==> src/rtl/fetch_queue.sv <==
// fetch_queue: instruction prefetch FIFO between Imem and Fetch. Requests are throttled by
// credits (queued + outstanding <= DEPTH); responses to requests issued before a redirect are dropped.
module fetch_queue #(
    parameter int              XLEN     = 32,
    parameter int              DEPTH    = 4,
    parameter logic [XLEN-1:0] RESET_PC = '0
) (
    input  logic                     clock,
    input  logic                     reset,
    input  logic                     redirectValid,
    input  logic [XLEN-1:0]          redirectAddress,
    output logic                     imemRequest,
    output logic [XLEN-1:0]          imemAddress,
    input  logic                     imemValid,
    input  logic [31:0]              imemData,
    output logic                     outValid,
    output logic [31:0]              outInstruction,
    output logic [XLEN-1:0]          outProgramCounter,
    input  logic                     outReady,
    output logic [$clog2(DEPTH):0]   count
);

    localparam int PW = $clog2(DEPTH);
    localparam int CW = PW + 1;
    localparam logic [CW:0] DEPTH_W = (CW + 1)'(DEPTH);

    typedef struct packed {
        logic [31:0]     instr;
        logic [XLEN-1:0] pc;
    } entry_t;

    entry_t          r_mem [DEPTH];
    logic [PW-1:0]   r_rd_ptr;
    logic [PW-1:0]   r_wr_ptr;
    logic [CW-1:0]   r_count;
    logic [CW-1:0]   r_outstanding;
    logic [CW-1:0]   r_drop;
    logic [XLEN-1:0] r_fetch_pc;
    logic [XLEN-1:0] r_resp_pc;

    logic [CW:0]     w_in_flight;
    logic            w_req;
    logic            w_pop;
    logic            w_resp_current;
    logic            w_push;
    logic            w_unused_addr_lsbs;

    // One bit wider than the counters so the credit sum cannot wrap.
    assign w_in_flight    = {1'b0, r_count} + {1'b0, r_outstanding};
    assign w_req          = !reset && !redirectValid && (w_in_flight < DEPTH_W);
    assign w_pop          = outValid && outReady;
    assign w_resp_current = imemValid && (r_drop == '0);
    assign w_push         = w_resp_current && !redirectValid && !reset;

    assign w_unused_addr_lsbs = ^redirectAddress[1:0];

    assign imemRequest       = w_req;
    assign imemAddress       = r_fetch_pc;
    assign count             = r_count;
    assign outValid          = (r_count != '0);
    assign outInstruction    = outValid ? r_mem[r_rd_ptr].instr : '0;
    assign outProgramCounter = outValid ? r_mem[r_rd_ptr].pc    : '0;

    always_ff @(posedge clock) begin
        if (reset) begin
            r_rd_ptr      <= '0;
            r_wr_ptr      <= '0;
            r_count       <= '0;
            r_outstanding <= '0;
            r_drop        <= '0;
            r_fetch_pc    <= RESET_PC;
            r_resp_pc     <= RESET_PC;
        end else if (redirectValid) begin
            // Every request still in flight becomes stale; a response landing now
            // retires one of them whether it was counted as outstanding or as drop.
            r_rd_ptr      <= r_wr_ptr;
            r_count       <= '0;
            r_fetch_pc    <= {redirectAddress[XLEN-1:2], 2'b00};
            r_resp_pc     <= {redirectAddress[XLEN-1:2], 2'b00};
            r_drop        <= r_drop + r_outstanding - CW'(imemValid);
            r_outstanding <= '0;
        end else begin
            if (w_req)
                r_fetch_pc <= r_fetch_pc + XLEN'(4);
            if (w_push) begin
                r_wr_ptr  <= r_wr_ptr + 1'b1;
                r_resp_pc <= r_resp_pc + XLEN'(4);
            end
            if (w_pop)
                r_rd_ptr <= r_rd_ptr + 1'b1;
            if (imemValid && (r_drop != '0))
                r_drop <= r_drop - 1'b1;
            r_count       <= r_count + CW'(w_push) - CW'(w_pop);
            r_outstanding <= r_outstanding + CW'(w_req) - CW'(w_resp_current);
        end
    end

    // NOTE: storage has no reset; outValid gates every read, so stale contents are never observed.
    always_ff @(posedge clock) begin
        if (w_push)
            r_mem[r_wr_ptr] <= '{instr: imemData, pc: r_resp_pc};
    end

    a_credit: assert property (@(posedge clock) disable iff (reset) w_in_flight <= DEPTH_W);
    a_drop:   assert property (@(posedge clock) disable iff (reset) {1'b0, r_drop} <= DEPTH_W);

endmodule

==> config.mk <==
export PLATFORM = sky130hd
export DESIGN_NAME = fetch_queue
export DESIGN_NICKNAME = d
export VERILOG_FILES = /design/src/rtl/fetch_queue.sv
export SDC_FILE = /design/constraint.sdc
export NUM_CORES = 1
export LEC_CHECK = 0
export BUFFER_PORTS_ARGS = -buffer_cell sky130_fd_sc_hd__buf_2
export CORE_MARGIN = 4
export CORE_UTILIZATION = 45
export DETAILED_ROUTE_END_ITERATION = 8
export GPL_TIMING_DRIVEN = 0
export HOLD_SLACK_MARGIN = 0.15
export PLACE_DENSITY = 0.67
export SYNTH_ARGS = -nofsm -noshare
export SYNTH_HDL_FRONTEND = slang
export SYNTH_SLANG_ARGS = --single-unit
==> constraint.sdc <==
create_clock -name clock -period 3.6 [get_ports clock]
set_input_delay 0.36 -clock clock [delete_from_list [all_inputs] [get_ports clock]]
set_output_delay 0.36 -clock clock [all_outputs]
set_load 0.01 [all_outputs]
==> flow_summary.toml <==
[final_layout]
filler_cell_count = 2437
stdcell_count = 1571
final_design_area_no_fill_mm2 = 0.01664
multi_input_comb_area_mm2 = 0.004365
flow.area_growth_from_synthesis_pct = 21.99
final_nets = 1245
sequential_cell_area_mm2 = 0.008949
final_layout_size_suffix_gt1_share_pct = 27.01
n_antenna_cell = 0

[clock_tree]
clk_pin_slew_worst_paths_ns = 0.06
cts-buffers-inserted = 36
postCtsResizedCells = 0
h-tree-depth = 2
cts.path.max_buffers = 3
clkLatencyLatePin_ns = 0.51
post_cts_buffers = 0
cts_hold_buf = 43
clock_tree.root_cell = "sky130_fd_sc_hd__clkbuf_16"
clock_net_sink_count = 323
tritoncts = "done"

[routing]
routedWlPerCell_um = 19.57
drc = 0
detail_route.vias_per_cell = 5.344
drt-pass1-iter-count = 5
drtIter0Drc = 459
drt.antenna.violating_nets = 0
dr_total_vias = 8396
wirelength_um = 30740

[critical_path]
worst_ep_required_time_ns = 3.24
worst_path_most_repeated_cell = "sky130_fd_sc_hd__buf_2"
critical_path_arrival_ns = 2.68
cp-start-kind = "register"
timing.critical_path.cells = "clkbuf_1 -> buf_2 -> mux4_2 -> and2_1 -> buf_2"
timing.setup.critical_path_class = "reg -> out"
critical_path.n_buffers_inverters = 3
critPathMaxStageDelay_ns = 0.57
worst_path_max_delay_cell = "sky130_fd_sc_hd__mux4_2"
timing.critical_path.fanout_max = 10
worst_path_dominant_cell_family = "buffers and inverters"
timing.critical_path.to_type = "output port"

[place]
dp_hpwl_um = 20780
place.detailed.instances = 1466
place_congestion = 0.9438
postPlaceCellArea_mm2 = 0.01508
preCtsSetupSlack_ns = 0.7059
port_buffers = 162

[die]
die_area_mm2 = 0.03316
start_util_pct = 45.78
core_region_area_mm2 = 0.02980
die_width_um = 182.1
die_height_um = 182.1
row_count = 63
io-pin-count = 170

[synth]
top_cells_by_area_in_the_synthesized_netlist = "sky130_fd_sc_hd__edfxtp_1 55%, sky130_fd_sc_hd__dfxtp_1 11%, sky130_fd_sc_hd__mux4_2 10%, sky130_fd_sc_hd__and2_1 3.2%, sky130_fd_sc_hd__xnor2_1 2.6%"
dominantRegCellSynth = "sky130_fd_sc_hd__edfxtp_1"
synth_top_cells_by_count = "248 x sky130_fd_sc_hd__edfxtp_1, 75 x sky130_fd_sc_hd__dfxtp_1, 69 x sky130_fd_sc_hd__and2_1"
synth-async-reset-ratio_pct = 0
post_synth_num_cell_types = 62
syn_avg_cell_area_um2 = 15.04
ys_warn_count = 0
synth_most_common_cell = "sky130_fd_sc_hd__edfxtp_1"
synth.ff_latch_count = 323
synth_top_cell_by_area = "sky130_fd_sc_hd__edfxtp_1"
synth_enable_flop_cells = 248
area_share_of_the_leading_cell_type_in_the_synthesized_netlist_pct = 54.59
synth.yosys.seq_area_share_pct = 65.60
post_synth_inst_count = 907
synth_area_mm2 = 0.01364

[timing]
grt_setup_unrepaired = "no"
worst_slew_pin_slew_ns = 0.6792
timing.final.hold_violations = 0
maxSlewViolCount = 0
timing.slew.headroom_pct = 54.72
min_period_ns = 3.038
setup_slack_ns = 0.5622
fmax_ghz = 0.3292
setup-violations-final = 0
period_share_pct = 84.38
holdWs_ns = 0.2089
finClkSkew_ns = 0.01197

[power_and_ir_drop]
p_sw_mw = 2.041
comb_power_share_pct = 10.9
share_clk_of_total_power_pct = 40.0
power_density_mw_per_mm2 = 522.8
internal_power_mw = 6.659
sequentialPowerShare_pct = 49.1
worst_ir_drop_on_vdd_v = 0.0002813
leakage_nw = 6.006
netSwitchingFraction_pct = 23.45

[global_routing]
wire_length_of_the_first_global_routing_pass_um = 48610
globalRouteOverflowTotal = 0
grt_antenna_before_repair = 0
grt_pass1_vias = 8582
grt_max_degree = 60
grt_util_all_layers_pct = 18.54

[worst_hold_path]
hold_path_class = "in -> reg"

[flow_run]
maxcap_viol_count = 0

[run_status]
run_status = "completed"
[worst paths after layout]
kind                            slack [ns]                      from                           to  depth (start not counted)
worst max-delay path                  0.56                  register         outProgramCounter[8]                          5
worst min register to register        0.53  r_wr_ptr[0]$_SDFFE_PP0P_     r_wr_ptr[0]$_SDFFE_PP0P_                          2
worst max register to register        0.69    r_drop[0]$_SDFFE_PP0P_  r_outstanding[2]$_SDFF_PP0_                         13
worst min-delay path                  0.21        redirectAddress[3]    r_resp_pc[3]$_SDFFE_PP0P_                          3
[metal layers]
metal,track usage [%],wire length (um)
met2,29.24,14120
met4,4.713,594
met5,0,0
met1,26.78,13850
met3,3.668,2179
[final cells by class]
class                           count  area share [%]
Multi-Input combinational cell    499           26.23
Clock buffer                       44           5.842
Timing Repair Buffer              209           8.120
Inverter                           40          0.9022
Sequential cell                   323           53.77
Tap cell                          390           2.932
Buffer                             48           1.256
Clock inverter                     18          0.9473
[stage by stage]
step,power (mW),util [%],setup TNS (ns)
after floorplan,4.924,-,0
after global placement,5.246,50.18,-223.76
after detailed placement,5.270,50.62,0
after CTS,8.797,55.85,0
after global routing,9.098,55.85,0
final,8.700,55.85,0
[cells by family (layout without fill, tap and decap cells)]
logic type	after synthesis	after routing	share of synthesized area (%)
compound gates	103	103	4.944
xor+xnor	56	56	3.595
fa+ha+maj	19	19	1.908
buf+inv	88	359	2.632
flops	323	323	65.60
mux	65	65	10.47
other cells	1	4	0.02749
simple gates	252	252	10.82
[flip-flops by register name, summed over array words and instances (netlist names), named ones only]
name	flops
r_mem	248
count	3
r_drop	3
r_outstanding	3
imemAddress	30
r_wr_ptr	2
r_resp_pc	30
r_rd_ptr	2
[power groups by stage]
stage / clock network, mW / registers [mW] / logic (mW)
finish: 3.48 / 4.28 / 0.947
detailed placement: 0 / 4.35 / 0.919
CTS: 3.56 / 4.27 / 0.961
global placement: 0 / 4.35 / 0.894
global route: 3.75 / 4.29 / 1.05
floorplan: 0 / 4.33 / 0.598
[worst min-delay path: stages]
cell	delay [ns]
sky130_fd_sc_hd__buf_2	0.10
sky130_fd_sc_hd__o21bai_1	0.08
sky130_fd_sc_hd__a31oi_1	0.13
[cells in the final DEF, fill, tap and decap left out, types with 35 or more instances in the layout]
cell type                       count
sky130_fd_sc_hd__and2_1            69
sky130_fd_sc_hd__buf_2            172
sky130_fd_sc_hd__clkbuf_1          35
sky130_fd_sc_hd__clkbuf_16         37
sky130_fd_sc_hd__dfxtp_1           75
sky130_fd_sc_hd__dlygate4sd3_1     43
sky130_fd_sc_hd__edfxtp_1         248
sky130_fd_sc_hd__inv_1             39
sky130_fd_sc_hd__mux4_2            62
sky130_fd_sc_hd__nand2_1           40
sky130_fd_sc_hd__xnor2_1           41
(Power assumes the default switching activity.)
